**src/rtl/seq_mul.sv**
```systemverilog
// Multi-cycle unsigned shift-add multiplier with a start/busy/done handshake.
// One add per RUN cycle; the full 2*DATAWIDTH product is ready DATAWIDTH+1 cycles after start.
module seq_mul #(
    parameter int DATAWIDTH = 8
) (
    input  logic                     Clk,
    input  logic                     Rst,
    input  logic                     start,
    input  logic [DATAWIDTH-1:0]     a,
    input  logic [DATAWIDTH-1:0]     b,
    output logic                     busy,
    output logic                     done,
    output logic [2*DATAWIDTH-1:0]   prod
);

    localparam int PW = 2 * DATAWIDTH;
    localparam int CW = $clog2(DATAWIDTH) + 1;

    typedef enum logic [1:0] {
        S_IDLE = 2'd0,
        S_RUN  = 2'd1,
        S_DONE = 2'd2
    } state_t;

    state_t              state_q;
    logic [PW-1:0]       acc_q;
    logic [PW-1:0]       mcand_q;
    logic [DATAWIDTH-1:0] mplier_q;
    logic [CW-1:0]       count_q;
    logic [PW-1:0]       prod_q;
    logic                busy_q;
    logic                done_q;

    logic [PW-1:0]       acc_d;
    logic                last_d;

    // The accumulator never exceeds (2^W-1)^2, so the PW-bit add cannot overflow.
    always_comb begin
        acc_d  = mplier_q[0] ? (acc_q + mcand_q) : acc_q;
        last_d = (count_q == CW'(DATAWIDTH - 1));
    end

    always_ff @(posedge Clk or negedge Rst) begin
        if (!Rst) begin
            state_q  <= S_IDLE;
            acc_q    <= '0;
            mcand_q  <= '0;
            mplier_q <= '0;
            count_q  <= '0;
            prod_q   <= '0;
            busy_q   <= 1'b0;
            done_q   <= 1'b0;
        end else begin
            case (state_q)
                S_IDLE: begin
                    done_q <= 1'b0;
                    // Operands are only captured with start, so X on a/b while idle never lands in state.
                    if (start) begin
                        mcand_q  <= {{DATAWIDTH{1'b0}}, a};
                        mplier_q <= b;
                        acc_q    <= '0;
                        count_q  <= '0;
                        busy_q   <= 1'b1;
                        state_q  <= S_RUN;
                    end
                end
                S_RUN: begin
                    acc_q    <= acc_d;
                    mcand_q  <= mcand_q << 1;
                    mplier_q <= mplier_q >> 1;
                    count_q  <= count_q + CW'(1);
                    if (last_d) begin
                        prod_q  <= acc_d;
                        done_q  <= 1'b1;
                        state_q <= S_DONE;
                    end
                end
                S_DONE: begin
                    done_q  <= 1'b0;
                    busy_q  <= 1'b0;
                    state_q <= S_IDLE;
                end
                default: begin
                    done_q  <= 1'b0;
                    busy_q  <= 1'b0;
                    state_q <= S_IDLE;
                end
            endcase
        end
    end

    assign busy = busy_q;
    assign done = done_q;
    assign prod = prod_q;

endmodule

```
**config.mk**
```make
export PLATFORM = sky130hd
export DESIGN_NAME = seq_mul
export DESIGN_NICKNAME = d
export VERILOG_FILES = /design/src/rtl/seq_mul.sv
export SDC_FILE = /design/constraint.sdc
export NUM_CORES = 1
export LEC_CHECK = 0
export ABC_AREA = 1
export BUFFER_PORTS_ARGS = -buffer_cell sky130_fd_sc_hd__buf_2
export CAP_MARGIN = 30
export CORE_MARGIN = 5
export CORE_UTILIZATION = 40
export DETAILED_ROUTE_END_ITERATION = 12
export SYNTH_ARGS = -nofsm -noshare
export SYNTH_HDL_FRONTEND = slang
export SYNTH_SLANG_ARGS = --single-unit
```
**constraint.sdc**
```tcl
create_clock -name Clk -period 5 [get_ports Clk]
set_clock_uncertainty 0.15 [all_clocks]
set_input_delay 1 -clock Clk [delete_from_list [all_inputs] [get_ports Clk]]
set_output_delay 1 -clock Clk [all_outputs]
set_load 0.01 [all_outputs]
```
==> run_results.csv <==
group,metric,value,unit
routing,vias_per_cell,4.96,
synthesis,seq_area_frac_synth,43.4,%
final_layout,drive_gt1_share,18.7,%
clock_tree,cts_hold_buf,0,
job,max-cap-violations,0,
place,hpwlAfterDp,5.82,mm
synthesis,synth_nets,499,
floorplan,design.core.area,9110,sq um
hold_path,min_from,"prod[11]$_DFFE_PN0P_",
worst_setup_path,cp.arrival,2200,ps
routing,detail-route-antenna-nets,0,
grt,antenna_found_initial,0,
worst_setup_path,crit_chain,"ha_1, fa_1, nand2_1, nand2_1, nand3b_1, nand2_1, nand2_1, nand2_1, nand2_1, nand3_2, nand3_1, nand2_1",
clock_tree,cts.path.max_buffers,2,
power_and_ir_drop,cellPowerDensity,752,nW/um^2
sta,drv_slew,0,
clock_tree,insertion_delay,340,ps
clock_tree,numCtsBuffers,9,
worst_setup_path,worst_ep_required_time,5080,ps
sta,worst_pin_slew,818,ps
routing,drt_iter0_drc,178,
place,place.gp.congestion,0.836,
synthesis,synth.distinct_cells,38,
worst_setup_path,critical_path.slowest_cell,"fa_1",
routing,first_pass_iters,4,
sta,fin_tns_setup,0,ps
worst_setup_path,cpPeakStageDelay,400,ps
final_layout,area.growth.synth_to_final,11.8,%
hold_path,hold_class,"register to register",
clock_tree,postCtsSetupBuffers,0,
worst_setup_path,critPathLaunch,"acc_q[0]$_DFFE_PN0P_",
routing,drc,0,
grt,grt_pass1_vias,2987,
sta,setup_slack,2880,ps
power_and_ir_drop,power_leakage,2.19,nW
clock_tree,root_buffer,"clkbuf_8",
synthesis,netlist_instances,463,
routing,wl_per_cell,13.1,um
sta,grt_setup_unrepaired,"no",
grt,grt_pass1_wl,14.0,mm
worst_setup_path,worstPathMaxFanout,3,
clock_tree,cts_tree,"built",
synthesis,synth_edf_count,0,
sta,hold_viol_final,0,
sta,fin_crit,2120,ps
synthesis,synth.cell_area,3690,sq um
floorplan,num_rows,35,
routing,vias,3038,
power_and_ir_drop,peakVddDrop,0.000340,V
routing,wl,8.02,mm
final_layout,fin_util,45.3,%
grt,grt_max_degree,38,
sta,fmax,471,MHz
clock_tree,cts-resized-gates,0,
final_layout,diodes,0,
clock_tree,htreeDepth,3,
grt,grtUsageTotal,15.4,%
worst_setup_path,critPathKind,"register to register",
synthesis,synth-async-reset-ratio,100,%
sta,fin_crit_sh,42.4,%
floorplan,dieArea,11200,sq um
grt,grt_overflow,0,
synthesis,ys.warnings.count,0,
synthesis,ys.flop_type,"dfrtp_1",
clock_tree,cts.clk_slew.worst_paths,70,ps
worst_setup_path,cpMostUsedCell,"nand2_1",
final_layout,nNetsFinal,533,
floorplan,die_y,106,um
synthesis,ys_ff_latch,64,
synthesis,avgSynthCellArea,7.97,sq um
floorplan,initial_utilization,40.5,%
floorplan,io_pins,37,
place,portBuffers,36,
worst_setup_path,r2r-start,"acc_q[0]$_DFFE_PN0P_",
floorplan,die_x,106,um
worst_setup_path,setup.worst_path.start_class,"register",
worst_setup_path,cp-end-kind,"register",
place,dp_slack,2570,ps
sta,setup_viol,0,
outcome,status,"complete, no violations",
clock_tree,cts.sinks,64,
power_and_ir_drop,fin_total_pwr,0.00310,W
sta,maxSlewHeadroom,45.5,%
sta,hold_slack,326,ps
==> synthesized netlist by cell type (all sizes together), types with 2 or more instances <==
cell type	number	area [sq um]
or2	11	71.3
xor2	3	26.3
ha	16	200
nand3	44	255
xnor2	2	17.5
o22ai	11	75.1
a22oi	9	67.6
a21oi	8	47.6
clkbuf	5	28.8
nor3	3	30.0
nand3b	2	15.0
o21ai	24	120
nor2	17	85.1
nand2	167	647
buf	10	92.6
inv	59	221
dfrtp	64	1600
a22o	2	17.5
==> cells by family (layout without fill, tap and decap cells) <==
group	Yosys count	after routing	synth area share, %
AND/OR/NAND/NOR	246	246	30.3
buffers and inverters	75	114	9.77
XOR/XNOR	5	5	1.19
adder cells (fa/ha/maj)	17	17	5.97
AO/OA/AOI/OAI	56	56	9.36
flip-flops	64	64	43.4
==> worst max-delay path: cells and delay by family, from the launching register on <==
kind,cells,cell delay (ps)
AND/OR/NAND/NOR,10,860
adder cells (fa/ha/maj),2,620
flip-flops,1,380
==> sequential cells by signal, indices dropped and copies added, names as in the netlist <==
register	flops
acc_q	16
busy	1
count_q	4
done	1
mcand_q	16
mplier_q	8
prod	16
state_q	2
==> per-stage QoR <==
stage               cells  instance area [sq um]
floorplan             463                   3690
global placement      596                   3890
detailed placement    597                   3910
CTS                   613                   4120
global route          613                   4120
finish                613                   4120
==> area by class of cell <==
class / instances / area, sq um
Clock buffer: 13 / 149
Clock inverter: 3 / 65.1
Fill cell: 929 / 4980
Inverter: 60 / 239
Multi-Input combinational cell: 324 / 1730
Sequential cell: 64 / 1600
Tap cell: 111 / 139
Timing Repair Buffer: 38 / 203
==> per-layer routing <==
layer  up-vias  global-route usage [%]  part of all wire, %
li1       1549                       -                    -
met1      1422                    20.4                   49
met5         -                       0                    0
met3        14                    3.83                  4.5
met2        53                    24.4                   45
met4         0                    5.64                  2.0
==> layout by cell type, fill, tap and decap left out, drive strengths merged <==
cell type,Yosys,layout
a21oi,8,8
a22o,2,2
a22oi,9,9
a32o,1,1
and2,1,1
buf,10,38
bufinv,1,3
clkbuf,5,13
clkinv,0,1
dfrtp,64,64
fa,1,1
ha,16,16
inv,59,59
nand2,167,167
nand3,44,44
nand3b,2,2
nand4,1,1
nor2,17,17
nor3,3,3
o211ai,1,1
o21ai,24,24
o22ai,11,11
or2,11,11
xnor2,2,2
xor2,3,3
==> power by group <==
group	switching [W]	leakage (nW)	total [W]	internal, W
combinational	0.00103	1.29	0.00168	0.000645
clock	0.000190	0.108	0.000484	0.000294
sequential	0.000177	0.797	0.000939	0.000762
total	0.00140	2.19	0.00310	0.00170
==> path summary, 6_finish.rpt <==
path	endpoint	cells after the start	slack (ps)
max in group asynchronous	mcand_q[12]$_DFFE_PN0P_	2	3200
hold reg to reg	prod[11]$_DFFE_PN0P_	2	330
min in group asynchronous	acc_q[5]$_DFFE_PN0P_	1	600
setup / recovery	prod[14]$_DFFE_PN0P_	12	2880
hold / removal	prod[11]$_DFFE_PN0P_	2	330
setup reg to reg	prod[14]$_DFFE_PN0P_	12	2880
(Power assumes the default switching activity.)
